--- config.mk ---
export PLATFORM = sky130hd
export DESIGN_NAME = prog_launcher
export DESIGN_NICKNAME = d
export VERILOG_FILES = /design/src/rtl/prog_launcher.sv
export SDC_FILE = /design/constraint.sdc
export NUM_CORES = 1
export LEC_CHECK = 0
export CAP_MARGIN = 40
export CORE_MARGIN = 4
export CORE_UTILIZATION = 55
export DETAILED_ROUTE_END_ITERATION = 7
export DONT_BUFFER_PORTS = 1
export MAX_ROUTING_LAYER = met4
export PLACE_DENSITY_LB_ADDON = 0.1
export SYNTH_ARGS = -nofsm -noshare
export SYNTH_HDL_FRONTEND = slang
export SYNTH_SLANG_ARGS = --single-unit
export TNS_END_PERCENT = 1
--- constraint.sdc ---
create_clock -name Clk -period 4.56 [get_ports Clk]
set_clock_uncertainty 0.2 [all_clocks]
set_input_delay 0 -clock Clk [delete_from_list [all_inputs] [get_ports Clk]]
set_output_delay 0 -clock Clk [all_outputs]
set_load 0.01 [all_outputs]
--- src/rtl/prog_launcher.sv ---
`timescale 1ns/1ps
// prog_launcher: sequences a processor under test through NUM_PROGS programs.
// It pulses the processor reset once, then for each program strobes DutStart,
// waits one guard cycle and counts run cycles until DutAck or a timeout.
// Handshake: DutAck is a level sampled on every posedge Clk; it is only
// honoured in RUN and is ignored in every other state.
module prog_launcher #(
    parameter int          NUM_PROGS    = 3,
    parameter int          RST_CYCLES   = 2,
    parameter int          START_CYCLES = 2,
    parameter logic [15:0] TIMEOUT      = 16'd10000
) (
    input  logic        Clk,
    input  logic        Reset,
    input  logic        Go,
    input  logic        DutAck,
    output logic        DutReset,
    output logic        DutStart,
    output logic        Busy,
    output logic        Done,
    output logic        TimedOut,
    output logic [1:0]  ProgIdx,
    output logic [15:0] LastCount,
    output logic [2:0]  dbg_state
);

    typedef enum logic [2:0] {
        S_IDLE  = 3'd0,
        S_RST   = 3'd1,
        S_START = 3'd2,
        S_GUARD = 3'd3,
        S_RUN   = 3'd4,
        S_DONE  = 3'd5
    } state_t;

    state_t      state;
    state_t      state_nxt;
    logic [15:0] phase_cnt;  // cycles spent so far in RST or START
    logic [15:0] run_cnt;    // cycles since DutStart fell, excluding the current one
    logic        idle_rst;   // keep the processor in reset while IDLE (power-up or abort)
    logic        last_prog;
    logic        phase_hold;

    assign last_prog  = (ProgIdx == 2'(NUM_PROGS - 1));
    assign phase_hold = (state_nxt == state) && (state == S_RST || state == S_START);

    // State register
    always_ff @(posedge Clk or negedge Reset) begin
        if (!Reset) begin
            state <= S_IDLE;
        end else begin
            state <= state_nxt;
        end
    end

    // Next-state logic; DutAck wins over the timeout check in RUN
    always_comb begin
        state_nxt = state;
        case (state)
            S_IDLE:  if (Go) state_nxt = S_RST;
            S_RST:   if (phase_cnt == 16'(RST_CYCLES - 1)) state_nxt = S_START;
            S_START: if (phase_cnt == 16'(START_CYCLES - 1)) state_nxt = S_GUARD;
            S_GUARD: state_nxt = S_RUN;
            S_RUN: begin
                if (DutAck) begin
                    state_nxt = S_DONE;
                end else if (run_cnt == TIMEOUT) begin
                    state_nxt = S_IDLE;
                end
            end
            S_DONE:  state_nxt = last_prog ? S_IDLE : S_START;
            default: state_nxt = S_IDLE;
        endcase
    end

    // Moore outputs decoded from the current state
    always_comb begin
        DutReset  = (state == S_RST) || (state == S_IDLE && idle_rst);
        DutStart  = (state == S_START);
        Busy      = (state != S_IDLE);
        Done      = (state == S_DONE);
        dbg_state = state;
    end

    // Counters, program index, result and flags
    always_ff @(posedge Clk or negedge Reset) begin
        if (!Reset) begin
            phase_cnt <= '0;
            run_cnt   <= '0;
            LastCount <= '0;
            ProgIdx   <= '0;
            TimedOut  <= 1'b0;
            idle_rst  <= 1'b1;
        end else begin
            phase_cnt <= phase_hold ? phase_cnt + 16'd1 : '0;
            case (state)
                S_IDLE: begin
                    if (Go) begin
                        TimedOut <= 1'b0;
                        ProgIdx  <= '0;
                        idle_rst <= 1'b0;
                    end
                end
                S_START: run_cnt <= '0;
                // The guard cycle is the first DutStart-low cycle, so it counts as 1
                S_GUARD: run_cnt <= 16'd1;
                S_RUN: begin
                    if (DutAck) begin
                        LastCount <= run_cnt + 16'd1;
                    end else if (run_cnt == TIMEOUT) begin
                        TimedOut <= 1'b1;
                        idle_rst <= 1'b1;
                    end else begin
                        run_cnt <= run_cnt + 16'd1;
                    end
                end
                S_DONE: ProgIdx <= last_prog ? 2'd0 : ProgIdx + 2'd1;
                default: ;
            endcase
        end
    end

endmodule

==> results.txt, run 1 <==
* Reg2Reg Setup Slack: 1080 ps
- Dividing the detail-routed wire length by the instance count gives 16.10 um.
* Cell area after placement: 3059 um^2
- Once the clock tree was built, the resizer swapped 0 gates to a different size.
- Core Box Area: between 5000 and 6000 um^2
- The first global-routing pass estimated 10910 um of wire.
- Commonest cells in the netlist: dfrtp_1 (54), nand2_1 (33), nor2_1 (25)
* Seq cells post-synth: 55
* Synth-to-layout area growth: 4.042%
- Unrepaired setup endpoints after global routing: false
* Final instance area: 3221 um^2
* Cell occurring most often along the worst timing path: dlygate4sd3_1
- Post-synth ARST share: 100.0%
- Library cell contributing the largest single delay on the critical path: or4_1
* Post-CTS setup repair buffer count: 0
* Leakage dissipation: 1.278 nW
- Synthesis Warnings: 0
- The number of pins exceeding their max-slew limit in the final report came to 0.
- The number of global-route vias before repair was 2186.
- Height of the chip: between 80 and 90 um
- After synthesis, the netlist uses 52 different library cells.
- In this run the number of H-tree levels came out at 2.
- The floorplan has 27 rows.
- Setup violations remaining at the end of the flow were counted as 0.
- The biggest area contributor in the post-synthesis netlist is dfrtp_1.
- Number of vias per cell: 6.066
- Count of final hold-check violations: 0
* Fraction of layout cells with a size suffix above 1: under 10%
- The worst register-to-register path begins at run_cnt[0]$_DFFE_PN0P_.
* Starting density of the core: 56.56%
- Clock input transition at the sequential cells of the worst setup and hold paths: roughly 100 ps
- During I/O placement, the number of pins put on the boundary was 30.
- In this run, synthesis inferred 0 flip-flops with an integrated enable.
- In this run the worst setup path begins at run_cnt[0]$_DFFE_PN0P_.
* Die footprint: slightly below 7000 um^2
- Static timing analysis puts the maximum clock frequency at 287.4 MHz.
- Clk Tree Root Cell: clkbuf_8
* Crit path largest cell delay: 590 ps
* Count of unresolved DRC violations after routing: 0
- Initial antenna violation count: 0
- Avg Cell Area, Syn: around 9.6 um^2
- Biggest fanout along the worst timing path: 9
- The clock drives 55 sinks.
- In this run the tightest slew margin relative to its limit is 45.39%.
- At the end of routability-driven placement, the weighted congestion stood at 0.7976.
* TritonCTS clock tree: done
- In this run the worst setup path terminates at idle_rst$_DFFE_PN1P_.
* Clock latency on the worst-skew pair: 310 ps
- Part of the Yosys area used for sequential elements: around 45%
* Cell chain of the critical path: inv_1 > ha_1 > or3b_2 > or4_1 > a21o_1 > dlygate4sd3_1 > a21oi_1 > dlygate4sd3_1
- Number of buffers on the longest clock path: 2
- Detailed routing inserted a total of about 2400 vias.
* Aggregate negative setup slack: 0 ps
- The repair_antennas step left the layout with diodes totalling 0.
- Summed instance area of the synthesized netlist: about 3100 um^2
- Once detail routing completed, the nets flagged for antenna violations numbered 0.
- Pin slew with the least headroom to its limit: 816.1 ps
- The routed design could run at a clock period as short as 3479 ps.
- Dividing total power by cell area gives a power density of 395.2 nW/um^2.
- STA puts the critical path data required time at 4610 ps.
- Global routing consumed, over all layers together, 19.70% of the routing resources.
* Final net count: 327
* Reg-to-reg endpoint: idle_rst$_DFFE_PN1P_
* Peak supply drop: 0.2475 mV
- Initial detailed-routing violation count: 296
- Total Wirelength: ~6300 um
- Summed over all nets, the half-perimeter wirelength after detailed placement is 4379 um.
- Most repeated cell in the gate-level netlist after synthesis: dfrtp_1
* Fill cell total of the finished layout: 498
* Synthesized instance count: about 320
* Port Buffers: 0
- Cell count of the worst reg-to-reg path: 8
- TritonCTS buffer count: 5
* Die Wd: 83.02 um
- Max-Cap Viols: 0
- The final critical path takes up 76.30% of the cycle.
- Result of the run: finished, final reports clean
* Fraction of post-synthesis cell area in the top cell type by area: 43.65%
- The worst setup path is launched from a register.
* DR pass1 iterations: 4
* Hold/Removal Path Class: primary input to async pin
- After synthesis, the cell types taking the most area are dfrtp_1 (44%), nand2_1 (4.0%), xor2_1 (4.0%).
- CP arrival: approximately 3500 ps
- Congestion Overflow GR: 0
* Post-synthesis net count: 332
- Entering global routing, the biggest net connects 56 pins.
- STA classifies the critical path endpoint as a register.
- The setup path with the least slack is of type register to register.
* Most common flop cell mapped by yosys: dfrtp_1
## power by group
group	switching, mW	internal [mW]	leakage (nW)	total, mW
clock network	0.156	0.109	0.0385	0.265
registers	0.110	0.548	0.746	0.658
logic	0.218	0.132	0.493	0.350
## registers in the layout, indices dropped and copies added (netlist names)
| signal | flops |
|---|---|
| idle_rst | 1 |
| TimedOut | 1 |
| LastCount | 16 |
| phase_cnt | 16 |
| dbg_state | 3 |
| ProgIdx | 2 |
| run_cnt | 16 |
## cell usage in the layout (no fill, tap or decap), types with 5 or more instances in the layout
cell           instances
nand4_1               12
and2_1                 7
o21ai_0               19
and4_1                 6
nand3_1               11
o211ai_1               5
or4_1                  6
nor4_1                11
inv_1                 13
dfrtp_1               54
a221o_1               11
nand2_1               33
nand2b_1               5
xnor2_1                6
xor2_1                14
nor3_1                 6
dlygate4sd3_1          5
nor2_1                25
a21oi_1               11
clkbuf_8               5
## repair_timing
item	4_1_cts	5_1_grt
hold endpoints to repair	63	0
hold buffers	6	0
endpoints found under the setup margin	0	0
## how the worst min path moves through the flow
stage | depth (start not counted) | start | endpoint | slack, ps
2_1_floorplan | 0 | Reset | LastCount[0]$_DFFE_PN0P_ | -500
3_3_place_gp | 0 | Reset | phase_cnt[14]$_DFF_PN0_ | -490
3_5_place_dp | 0 | Reset | phase_cnt[12]$_DFF_PN0_ | -490
4_1_cts | 2 | Reset | phase_cnt[12]$_DFF_PN0_ | 4
5_1_grt | 2 | Reset | phase_cnt[13]$_DFF_PN0_ | 30
6_report | 2 | Reset | phase_cnt[13]$_DFF_PN0_ | 9
## worst max-delay path, delay by kind of cell (launching register included)
family                   cells  cell delay, ps
adder cells (fa/ha/maj)      1             130
buffers and inverters        3            1220
AO/OA/AOI/OAI                2             320
AND/OR/NAND/NOR              2            1090
flip-flops                   1             470
## metal layers
metal	vias to the layer above	part of all wire [%]	GRT usage [%]
met1	1131	51	29.85
met2	67	42	26.31
met3	8	5.8	4.266
met5	-	0	-
li1	1172	-	-
met4	0	1.2	5.795
## kinds of logic (layout without fill, tap and decap cells)
logic type | count (synthesis) | after routing | share of synthesized area, %
mux | 2 | 2 | 0.7275
fa+ha+maj | 4 | 4 | 1.617
flops | 55 | 55 | 44.50
xor+xnor | 20 | 20 | 5.659
simple gates | 148 | 148 | 27.00
compound gates | 61 | 61 | 14.19
buf+inv | 34 | 30 | 6.306
## stage by stage
stage	total power, mW	cells	util, %	worst slack (ps)	hold slack [ps]
after floorplan	0.9417	324	-	2172	-495.6
after global placement	0.9963	377	55.81	1912	-494.3
after detailed placement	1.005	378	55.90	1893	-494.1
after CTS	1.286	392	58.85	1095	4.422
after global routing	1.370	392	58.85	906.9	34.99
final	1.273	392	58.85	1081	8.976
## cell type report
type                    count  area (um^2)  share of cell area (%)
clock buffers               7        76.32                   2.370
clock inverters             1        7.507                  0.2331
inverters                  13        48.80                   1.515
multi-input cells         235         1523                   47.28
flip-flops and latches     55         1378                   42.77
well taps                  72        90.09                   2.797
repair buffers              9        97.59                   3.030
Note: power is estimated with default switching activity, not from simulation.
==> run 2: changes to the inputs <==
Clock period 4.56 ns to 3.2 ns, I/O delays scaled along.
==> run 2 against run 1 <==
  * The run now ends with hold timing left
  * Clock power grew 52%
  * Sequential share of layout area shrank 0.15 points
  * Setup slack lost 820 ps
  * Wire length grew 2.9%
  * Maximum frequency grew 18%
  * Highest routed layer unchanged
  * Utilization grew 0.21 points
  * Register-to-register slack lost 820 ps
==> results.txt, run 2 (synthesis results as in run 1) <==
* Setup slack of the critical path after layout: 259.9 ps
- Final instance area: 3232 um^2
* Maximum number of pins on one net before global-route repair: 56
- Total Wirelength: ~6500 um
* Standard-cell rows: 27
- The number of pins exceeding their max-slew limit in the final report is 0.
- PD cells: between 500 and 600 nW/um^2
- Leaving out fill and tap cells, the most frequent cell in the layout is dfrtp_1.
- CP arrival: between 2000 and 3000 ps
- In this run the worst path has a maximum fanout of 9.
- The critical path contains buffers and inverters numbering 2 combined.
* Fraction of layout cells with a size suffix above 1: 9.063%
- FF/Latch Area: 1378 um^2
* Library cell contributing the largest single delay on the critical path: or4_1
- Total routing usage reported by global routing: between 20 and 25%
* Aggregate negative setup slack: 0 ps
- Die footprint: 6892 um^2
* Cell area after placement: 3069 um^2
- Number of antenna diodes: 0
- Crit path largest cell delay: a little under 600 ps
- The worst path in the final design needs a cycle of 2940 ps, including I/O delays and setup.
- The pre-antenna-repair detailed-routing pass consisted of 4 iterations.
- Resize count post-CTS: 0
- Clock tree sinks: 55
- In this run the tightest slew margin relative to its limit is 43.11%.
* Cell chain of the critical path: inv_1 > ha_1 > or3b_2 > or4_1 > a21o_1 > dlygate4sd3_1 > a21oi_1
- The count of nets left with antenna violations once routing finished came out at 0.
* Final number of setup-violating endpoints: 0
- In this run the clock root is driven by a clkbuf_8.
* Top library cells by usage in the layout, fill and taps aside: dfrtp_1 (54), nand2_1 (33), nor2_1 (25), o21ai_0 (19), xor2_1 (14)
- Final net count: approximately 330
* Max-Cap Viols: 0
* Critical path class: register to register
- Fill cell total of the finished layout: 501
- Final period util: 91.88%
- Once layout is complete, the cells apart from fillers number 392.
- Using the TritonRoute via totals, the vias-per-cell ratio works out to approximately 6.
- Power after layout: 1.851 mW
- Clock latency on the worst-skew pair: 310 ps
- Reg2Reg Launch Point: run_cnt[0]$_DFFE_PN0P_
- Setup repair after global routing left no endpoint under its margin.
- After clock tree synthesis, the clock-pin slew on the worst setup and hold paths is 100 ps.
- From bottom edge to top edge, the die measures 83.02 um.
- Before CTS, the worst setup slack after placement is 516.0 ps.
* Result of the run: finished with violations
* Die Wd: 83.02 um
- Counting cells, the worst reg-to-reg path comes to 7.
* Worst hold slack: -6.277 ps
- Vias in the first global route: about 2300
* Largest delay share family, worst path: simple AND/OR/NAND/NOR gates
* Maximum clock frequency: 340.1 MHz
- The multi-input combinational cells in the finished layout cover a total of 1523 um^2.
* Critical Path Start Type: register
* Leakage dissipation: 1.286 nW
- VDD sags by at most around 0.38 mV.
- Failing checks: hold timing
- For this run, design rule violations remaining after detail routing come to 0.
- In the final layout, the registers with the most flip-flops are LastCount (16), phase_cnt (16), run_cnt (16).
- Starting density of the core: 56.56%
- The first routing iteration left 176 violations.
- Core Box Area: 5473 um^2
- Worst EP required: 3250 ps
- Initial antenna violation count: 0
* Port Buffers: 0
* Total number of vias: 2382
- The clock passes through at most 2 buffers.
- The tightest min-delay check is of the primary input to async pin type.
- Reg2Reg Setup Slack: approximately 260 ps
- Congestion Overflow GR: 0
- Final routed wire length divided by cell count: 16.56 um
- Compared with the post-synthesis result, the final layout area differs by 4.406%.
- The hold violation count in the final report came to 3.
- TritonCTS buffer count: 5
- TritonCTS built the clock tree.
- The worst setup path is captured at a register.
* Global-route wire length before repair: 11230 um
* Hpwl dp: 4428 um
- The endpoint identified for the worst register-to-register timing path is idle_rst$_DFFE_PN1P_.
- At the pin with the least slew margin, the transition time is 850.3 ps.
* Gpl congestion: 0.8527
- Fin util: 59.05%
- H-tree levels: 2
- Boundary pin count: 30
- Post-placement cell count: 379
==> run 2: worst reg2reg max path, delay by kind of cell, from the launching register on <==
family / cells / cell delay, ps
simple gates: 2 / 1090
fa+ha+maj: 1 / 130
compound gates: 2 / 330
flops: 1 / 480
buf+inv: 2 / 660
==> run 2: power by group <==
group | switching [mW] | total (mW) | internal [mW]
Combinational | 0.319 | 0.509 | 0.190
Sequential | 0.157 | 0.939 | 0.781
Clock | 0.226 | 0.404 | 0.178
Total | 0.702 | 1.85 | 1.15
==> run 2: worst max-delay path by stage <==
stage,cells after the start,slack [ps],endpoint,from
floorplan,6,810,run_cnt[9]$_DFFE_PN0P_,run_cnt[0]$_DFFE_PN0P_
global placement,6,560,run_cnt[13]$_DFFE_PN0P_,run_cnt[0]$_DFFE_PN0P_
detailed placement,6,520,run_cnt[4]$_DFFE_PN0P_,run_cnt[0]$_DFFE_PN0P_
CTS,7,250,idle_rst$_DFFE_PN1P_,run_cnt[0]$_DFFE_PN0P_
global route,7,160,idle_rst$_DFFE_PN1P_,run_cnt[0]$_DFFE_PN0P_
finish,7,260,idle_rst$_DFFE_PN1P_,run_cnt[0]$_DFFE_PN0P_
==> run 2: layer usage <==
layer / part of all wire, % / global-route usage, % / vias to the layer above
li1: - / - / 1178
met1: 51 / 28.66 / 1140
met2: 43 / 29.74 / 57
met3: 4.7 / 4.563 / 7
met4: 1.1 / 5.349 / 0
met5: 0 / - / -
==> run 2: final cells by class <==
class | count | area share [%]
clock buffer | 7 | 2.671
clock inverter | 1 | 0.2710
inverter | 13 | 1.510
multi-input combinational | 235 | 47.12
sequential | 55 | 42.62
tap | 72 | 2.787
timing repair buffer | 9 | 3.020
==> run 2: timing repair <==
action | 4_1_cts | 5_1_grt
hold buffers | 5 | 0
endpoints found under the hold margin | 66 | 0
setup buffers | 0 | 0
